[config.mk]
export PLATFORM = sky130hd
export DESIGN_NAME = alarm_sequencer
export DESIGN_NICKNAME = d
export VERILOG_FILES = /design/src/rtl/clock_pkg.sv /design/src/rtl/ring_timer.sv /design/src/rtl/alarm_sequencer.sv
export SDC_FILE = /design/constraint.sdc
export NUM_CORES = 1
export LEC_CHECK = 0
export ABC_AREA = 0
export CELL_PAD_IN_SITES_DETAIL_PLACEMENT = 2
export CELL_PAD_IN_SITES_GLOBAL_PLACEMENT = 2
export CORE_AREA = 2 2 50 99
export CTS_BUF_LIST = sky130_fd_sc_hd__clkbuf_2
export CTS_CLUSTER_SIZE = 20
export DETAILED_ROUTE_END_ITERATION = 16
export DIE_AREA = 0 0 52 101
export PLACE_DENSITY = 0.93
export SETUP_SLACK_MARGIN = 0.2
export SKIP_CTS_REPAIR_TIMING = 1
export SLEW_MARGIN = 20
export SYNTH_ARGS = -nofsm -noshare
export SYNTH_HDL_FRONTEND = slang
export SYNTH_HIERARCHICAL = 1
export SYNTH_SLANG_ARGS = --single-unit
[constraint.sdc]
create_clock -name clk -period 3.8 [get_ports clk]
set_input_delay 0.38 -clock clk [delete_from_list [all_inputs] [get_ports clk]]
set_output_delay 0.38 -clock clk [all_outputs]
set_load 0.01 [all_outputs]
[src/rtl/clock_pkg.sv]
// rtl/clock_pkg.sv - shared alarm state type and time constants for the digital clock
package clock_pkg;

  typedef enum logic [1:0] {
    IDLE    = 2'd0,
    ARMED   = 2'd1,
    RINGING = 2'd2,
    SNOOZED = 2'd3
  } alm_state_t;

  localparam int SNOOZE_MIN = 5;
  localparam int HR_MAX     = 23;
  localparam int MIN_MAX    = 59;

endpackage

[src/rtl/ring_timer.sv]
// rtl/ring_timer.sv - per-second ring duration counter and buzzer toggle
module ring_timer #(
  parameter int RING_SECS = 60
) (
  input  logic clk,
  input  logic rst_n,
  input  logic tick,
  input  logic clear,
  input  logic enable,
  input  logic stop,
  output logic done,
  output logic buzz
);
  import clock_pkg::*;

  localparam logic [7:0] LAST = 8'(RING_SECS - 1);

  logic [7:0] count;

  // clear starts a ring with the buzzer on; stop silences it outside RINGING
  always_ff @(posedge clk) begin
    if (!rst_n) begin
      count <= 8'd0;
      buzz  <= 1'b0;
    end else if (clear) begin
      count <= 8'd0;
      buzz  <= 1'b1;
    end else if (stop) begin
      count <= 8'd0;
      buzz  <= 1'b0;
    end else if (enable && tick) begin
      if (count != 8'hFF) count <= count + 8'd1;
      buzz <= ~buzz;
    end
  end

  assign done = (count == LAST);

endmodule

[src/rtl/alarm_sequencer.sv]
// rtl/alarm_sequencer.sv - alarm match, ring/snooze/stop FSM and alarm register commands
module alarm_sequencer #(
  parameter int RING_SECS  = 60,
  parameter int MAX_SNOOZE = 3
) (
  input  logic       clk,
  input  logic       rst_n,
  input  logic       tick_1hz,
  input  logic [5:0] cur_hr,
  input  logic [5:0] cur_min,
  input  logic [5:0] cur_sec,
  input  logic [5:0] alm_hr,
  input  logic [5:0] alm_min,
  input  logic       arm,
  input  logic       snooze_btn,
  input  logic       stop_btn,
  output logic       buzzer,
  output logic       ringing,
  output logic       snooze_pulse,
  output logic       restore_pulse,
  output logic       cfg_lock,
  output logic [1:0] state,
  output logic [2:0] snooze_cnt
);
  import clock_pkg::*;

  localparam logic [2:0] SNOOZE_LIMIT = 3'(MAX_SNOOZE);

  alm_state_t cur_state;
  alm_state_t nxt_state;
  logic       match;
  logic       ring_done;
  logic       timeout;
  logic       do_snooze;
  logic       do_restore;
  logic [2:0] nxt_cnt;

  assign match   = tick_1hz && (cur_sec == 6'd0) && (cur_hr == alm_hr) && (cur_min == alm_min);
  assign timeout = tick_1hz && ring_done;

  // priority: arm=0 > stop > timeout > snooze > match
  always_comb begin
    nxt_state  = cur_state;
    nxt_cnt    = snooze_cnt;
    do_snooze  = 1'b0;
    do_restore = 1'b0;
    if (!arm) begin
      nxt_state  = IDLE;
      nxt_cnt    = 3'd0;
      do_restore = (snooze_cnt != 3'd0);
    end else begin
      unique case (cur_state)
        IDLE:  nxt_state = ARMED;
        ARMED: if (match) nxt_state = RINGING;
        RINGING: begin
          if (stop_btn || timeout) begin
            nxt_state  = ARMED;
            nxt_cnt    = 3'd0;
            do_restore = (snooze_cnt != 3'd0);
          end else if (snooze_btn && (snooze_cnt < SNOOZE_LIMIT)) begin
            nxt_state = SNOOZED;
            nxt_cnt   = snooze_cnt + 3'd1;
            do_snooze = 1'b1;
          end
        end
        SNOOZED: begin
          if (stop_btn) begin
            nxt_state  = ARMED;
            nxt_cnt    = 3'd0;
            do_restore = (snooze_cnt != 3'd0);
          end else if (match) begin
            nxt_state = RINGING;
          end
        end
      endcase
    end
  end

  always_ff @(posedge clk) begin
    if (!rst_n) begin
      cur_state     <= IDLE;
      snooze_cnt    <= 3'd0;
      snooze_pulse  <= 1'b0;
      restore_pulse <= 1'b0;
      ringing       <= 1'b0;
      cfg_lock      <= 1'b0;
    end else begin
      cur_state     <= nxt_state;
      snooze_cnt    <= nxt_cnt;
      snooze_pulse  <= do_snooze;
      restore_pulse <= do_restore;
      ringing       <= (nxt_state == RINGING);
      cfg_lock      <= (nxt_state == RINGING) || (nxt_state == SNOOZED);
    end
  end

  assign state = cur_state;

  ring_timer #(
    .RING_SECS(RING_SECS)
  ) u_ring_timer (
    .clk    (clk),
    .rst_n  (rst_n),
    .tick   (tick_1hz),
    .clear  ((nxt_state == RINGING) && (cur_state != RINGING)),
    .enable (cur_state == RINGING),
    .stop   (nxt_state != RINGING),
    .done   (ring_done),
    .buzz   (buzzer)
  );

endmodule

Word level (Yosys, flattened, before mapping)
Index checks and enable logic that the tools add are counted.
Operators by class
  $lt $le $gt $ge: 1
  bitwise gates (word level): 4
  reduce and logical (&&, ||, !) cells: 19
  div/mod/pow operators: 0
  mux-type cells: 18
  equality and inequality tests: 13
  add/sub/neg operators: 2
  multipliers: 0
  shifts and indexed selects: 0
Operators by type and width (number)
  == test 6 bit: 2
  2-to-1 mux 2 bit: 5
  2-to-1 mux 3 bit: 3
  adder 8 x 1 -> 8 bit, second input constant: 1
  == test 2 bit, second input constant: 4
  == test 8 x 6 -> 1 bit, second input constant: 1
  != test 8 bit, second input constant: 1
  one-hot mux 2 bit (4 select lines): 1
  logical AND 1 bit: 7
  2-to-1 mux 1 bit: 7
  logical NOT 6 bit: 1
  != test 2 bit, second input constant: 3
  one-hot mux 3 bit (2 select lines): 1
  nonzero test 3 bit: 2
  NOT 1 bit: 4
  AND reduction 2 bit: 2
  OR reduction 4 bit: 1
  adder 3 x 1 -> 3 bit, second input constant: 1
  < comparator 3 x 2 -> 1 bit, second input constant: 1
  != test 3 bit, second input constant: 1
  AND reduction 3 bit: 1
  OR reduction 3 bit: 1
  == test 2 x 1 -> 1 bit, second input constant: 1
  logical NOT 2 bit: 1
  3 further kinds: 4
Storage, ports and cells
  memories: 0
  latch bits: 0
  register bits after elaboration: 18
  ROM bits: 0
  memory bits (writable): 0

Logic depth before layout (Yosys ltp)
  depth in word-level cells: 11
  gate-level depth with buffers: 10
  mapped depth without buffers: 10

Cells and area by module
The synthesis kept the hierarchy.
By module, submodules not included
  alarm_sequencer: area an instance 620.6 µm², cells an instance 75, instances 1
  ring_timer: area an instance 520.5 µm², cells an instance 59, instances 1

Least setup slack after synthesis
OpenSTA, ideal clock, no wires.
  path type: register to register
  from: reg u_ring_timer.count[0]
  to: reg u_ring_timer.count[2]
  clock period less this slack: 2330 ps
  path buffers: 0
  library setup time: 74 ps
  stages on the path, launching flop included: 11
  arrival: 2256 ps
  path slack: 1470 ps
  cell sequence: dfxtp_1 -> ha_1 -> nand4_1 -> nor4_1 -> a21o_1 -> a31oi_1 -> a21oi_1 -> or3_1 -> nor3b_2 -> o21ai_0 -> a31oi_1
Between the ends
  longest elaborated chain between the ends: 9
  elaborated cells on any way between the ends: 13
  classes of those cells: add/sub: 1; eq/ne: 4; mux: 3; reduce/logical: 5
RTL lines
  start: declaration: RTL line ring_timer.sv:18  | logic [7:0] count;
  start signal: assignment: RTL line ring_timer.sv:32  | if (count != 8'hFF) count <= count + 8'd1;
  == test 8 x 6 -> 1 bit (*): RTL line ring_timer.sv:37  | assign done = (count == LAST);
  via ring_done: RTL line alarm_sequencer.sv:32  | logic ring_done;
  logical AND 1 bit (*): RTL line alarm_sequencer.sv:39  | assign timeout = tick_1hz && ring_done;
  logical OR 1 bit (*): RTL line alarm_sequencer.sv:56  | if (stop_btn || timeout) begin
  2-to-1 mux 2 bit (*): RTL line alarm_sequencer.sv:56
  one-hot mux 2 bit (4 select lines) (*): RTL line alarm_sequencer.sv:52  | unique case (cur_state)
  2-to-1 mux 2 bit (*): RTL line alarm_sequencer.sv:47  | if (!arm) begin
  == test 2 bit: RTL line alarm_sequencer.sv:105  | .clear ((nxt_state == RINGING) && (cur_state != RINGING)),
  logical AND 1 bit: RTL line alarm_sequencer.sv:105
  OR reduction 3 bit (no source line) (*)
The timed path passes the listed nets; every way through them passes the cells marked *.
A chain may end at the register's enable or synchronous reset.

Worst setup path after layout
Ends and elaborated chain as after synthesis.

==> flow_summary.rst <==
.. list-table::
   :header-rows: 1

   * - Metric
     - Value
   * - Via count of the first global-routing pass
     - 1404
   * - Arrival @ worst endpoint
     - 3230 ps
   * - Count of routing violations after the opening detailed-route iteration
     - 10
   * - Avg WL per Cell
     - 16.2 um
   * - Layout cells sized above 1
     - 10.0%
   * - Number of setup violations in the final report
     - 0
   * - Highest routing layer actually used
     - met4
   * - Hold Vio Cnt, Final
     - 0
   * - Nets@finish
     - 220
   * - Max Buffers Root-to-Sink
     - 2
   * - Number of top-level design ports
     - 46
   * - Clock latency reported for the late side of the worst-skew pair
     - 340 ps
   * - Number of antenna violations at the first check in global routing
     - 0
   * - Antenna Cells
     - 0
   * - Global-route usage over all layers
     - 15.8%
   * - Starting utilization of the core area
     - 25.3%
   * - Portion of total power attributed to sequential cells
     - 52.9%
   * - Number of synthesized register bits
     - 17
   * - Grt ovf
     - 0
   * - Power spent charging and discharging nets
     - 93.1 uW
   * - Overall routed net length
     - 3810 um
   * - Weighted congestion reported at the end of routability-driven placement
     - 0.828
   * - Count of unresolved DRC violations after routing
     - 0
   * - CP peak stage delay
     - 490 ps
   * - Largest net degree at the start of global routing
     - 12
   * - Length of routed met2 wiring
     - 2130 um
   * - Area of all placed cells without fillers
     - 1660 um2
   * - Power Internal
     - 248 uW
   * - Cell family contributing the most delay on the critical path
     - simple AND/OR/NAND/NOR gates
   * - Post-Syn Nets
     - 173
   * - Clk pwr share
     - 27.1%
   * - Max Freq
     - 339 MHz
   * - Post-Place Cells
     - 231
   * - Time the final worst path needs with I/O delays and setup
     - 2950 ps
   * - Number of clock sinks seen by CTS
     - 17
   * - Total power divided by cell area
     - 205 nW/um2
   * - Slowest library cell on the worst path
     - nor4_1
   * - Max H-tree Level
     - 1
   * - Yosys cell types
     - 43
   * - Fraction of power consumed by combinational cells
     - 20.0%
   * - Mapped Cells
     - 134
   * - Max VDD drop
     - 0.115 mV
   * - Clock tree from TritonCTS
     - done
   * - Detailed-routed wire length on met3
     - 207 um
   * - Netlist Area Pre-Place
     - 1140 um2
   * - CP cell instances
     - ha_1 > nand4_1 > nor4_1 > a21o_1 > a31oi_1 > a21oi_1 > nor3_1 > nor3b_2 > o21ai_0 > a31oi_1
   * - Classification of the worst-slack hold path
     - reg -> reg
   * - Slew at the pin closest to its max-slew limit
     - 635 ps
   * - Die Area
     - 5250 um2
   * - Mean number of vias per cell
     - 5.23
   * - Std-Cell Rows
     - 35
   * - Routed met1 length
     - 1400 um
   * - Worst Setup Path Type
     - reg -> reg
   * - Number of CTS-inserted buffers
     - 3
   * - Global-route wire length before repair
     - 6300 um
   * - Max-slew violations
     - 0
   * - Worst path most repeated cell
     - a31oi_1
   * - Register area share after synthesis
     - 29.8%
   * - Startpoint types
     - flip-flop
   * - Total half-perimeter wirelength after legalization and detailed placement
     - 3190 um
   * - Post-route clock period utilization
     - 77.6%
   * - Crit path required time
     - 4080 ps
   * - Area of the core
     - 4510 um2
   * - # Max-Cap Violations
     - 0
   * - Final instance count without filler cells
     - 235
   * - Final setup TNS
     - 0 ps
   * - Area after detailed placement
     - 1640 um2
   * - Minimum setup slack in the final design
     - 850 ps
   * - Number of antenna-violating nets in the routed design
     - 0
   * - Commonest non-fill, non-tap cell in the layout
     - clkdlybuf4s50_1
   * - Worst-case clock skew
     - 12.1 ps
   * - Average instance area after synthesis
     - 8.52 um2
   * - Overall power
     - 341 uW
   * - First-pass iteration count of the detailed router
     - 4
   * - Worst slew margin
     - 57.5%
   * - Count of buffering cells on the critical path with inverters included
     - 0
   * - Highest-count cells in the layout ignoring fill and taps
     - clkdlybuf4s50_1, dfxtp_1, nand2_1
   * - Clk pin slew, worst setup/hold paths
     - 180 ps
   * - Total number of vias
     - 1229
   * - Largest fanout on the critical path
     - 8
   * - Relative area change from synthesis to final layout
     - 45.8%
   * - Switching part of the total
     - 27.3%
   * - Chip Height
     - 101 um
   * - Yosys warnings
     - 6
   * - Post-placement worst setup slack
     - 696 ps
   * - RSZ-0062 raised after global routing
     - no
   * - Port Buf Inserts
     - 45
   * - Cell chosen for the clock root
     - clkbuf_2
   * - Static leakage
     - 0.000570 uW
   * - Status
     - completed
   * - Die X-Extent
     - 52 um
   * - Crit end category
     - flip-flop
[flip-flops by register name (all words and copies together), names as in the netlist]
register / count
snooze_pulse: 1
restore_pulse: 1
u_ring_timer/count: 8
ringing: 1
state: 1
cfg_lock: 1
snooze_cnt: 3
u_ring_timer/buzz: 1
[through the flow]
step / hold WS, ps / utilization [%]
after floorplan: 461 / -
after global placement: 487 / 36.4
after detailed placement: 533 / 36.4
after CTS: 554 / 36.9
after global routing: 576 / 36.9
final: 543 / 36.9
[kinds of logic after synthesis]
group                    after synthesis  share of synthesized area, %
AO/OA/AOI/OAI                         30                          17.8
multiplexers                           5                          4.61
XOR/XNOR                              12                          9.21
flip-flops                            17                          29.8
AND/OR/NAND/NOR                       58                          31.9
buffers and inverters                  9                          3.40
adder cells (fa/ha/maj)                3                          3.29
[synth_stat cells (all sizes together)]
| library cell | number | area share (%) |
|---|---|---|
| dfxtp | 17 | 30 |
| nand2 | 14 | 4.8 |
| xnor2 | 12 | 9.2 |
| a21oi | 9 | 3.9 |
| nand4 | 7 | 3.8 |
| and3 | 6 | 3.4 |
| inv | 6 | 2.0 |
| nor2 | 6 | 2.0 |
| a211oi | 5 | 3.3 |
| a31oi | 5 | 2.7 |
| nand3 | 4 | 2.2 |
| and4 | 3 | 2.4 |
| ha | 3 | 3.3 |
| mux2i | 3 | 2.6 |
| nand3b | 3 | 2.0 |
| nor3 | 3 | 1.3 |
| nor4 | 3 | 3.5 |
| o21ai | 3 | 1.3 |
| a21o | 2 | 1.3 |
| buf | 2 | 1.1 |
| mux2 | 2 | 2.0 |
| nand2b | 2 | 1.1 |
| a21bo | 1 | 0.88 |
| a31o | 1 | 0.77 |
| a41oi | 1 | 1.4 |
| and2 | 1 | 0.55 |
| and2b | 1 | 0.77 |
| clkbuf | 1 | 0.33 |
| nor3b | 1 | 1.1 |
| nor4b | 1 | 0.77 |
| o211a | 1 | 0.88 |
| o21a | 1 | 0.66 |
| o22ai | 1 | 0.55 |
| or2b | 1 | 0.99 |
| or3 | 1 | 0.55 |
| or4 | 1 | 0.66 |
[routing by layer]
layer  vias to the layer above  GRT usage (%)
met4                         0           5.06
li1                        585              -
met1                       587           17.0
met2                        50           29.6
met3                         7           2.67
met5                         -              0
[worst paths after layout]
path / end / cells past startpoint / startpoint / slack, ps
max: u_ring_timer/count[2]$_SDFFE_PP0P_ / 10 / u_ring_timer/count[0]$_SDFFE_PP0P_ / 850
min: u_ring_timer/count[1]$_SDFFE_PP0P_ / 2 / u_ring_timer/count[1]$_SDFFE_PP0P_ / 540
max reg2reg: u_ring_timer/count[2]$_SDFFE_PP0P_ / 10 / u_ring_timer/count[0]$_SDFFE_PP0P_ / 850
min reg2reg: u_ring_timer/count[1]$_SDFFE_PP0P_ / 2 / u_ring_timer/count[1]$_SDFFE_PP0P_ / 540
[power groups by stage]
stage	Sequential (uW)	Clock, uW	Combinational (uW)
floorplan	184	0	20.0
global placement	184	0	66.6
detailed placement	184	0	69.0
CTS	180	95.9	69.4
global route	180	101	73.8
finish	180	92.4	68.3
[worst register-to-register path, cell delays in order (launching register included)]
cell     delay, ps
dfxtp_1        430
ha_1           250
nand4_1        120
nor4_1         490
a21o_1         240
a31oi_1         80
a21oi_1        330
nor3_1         170
nor3b_2        480
o21ai_0        160
a31oi_1        150
[layout make-up]
cell class              instances  area (um2)
flip-flops and latches         17         340
clock buffers                   3        15.0
inverters                       6        22.5
multi-input cells             108         762
repair buffers                 45         450
clock inverters                 1        5.00
well taps                      55        68.8
fillers                       514        2850
Power figures use the tool's default switching activity.
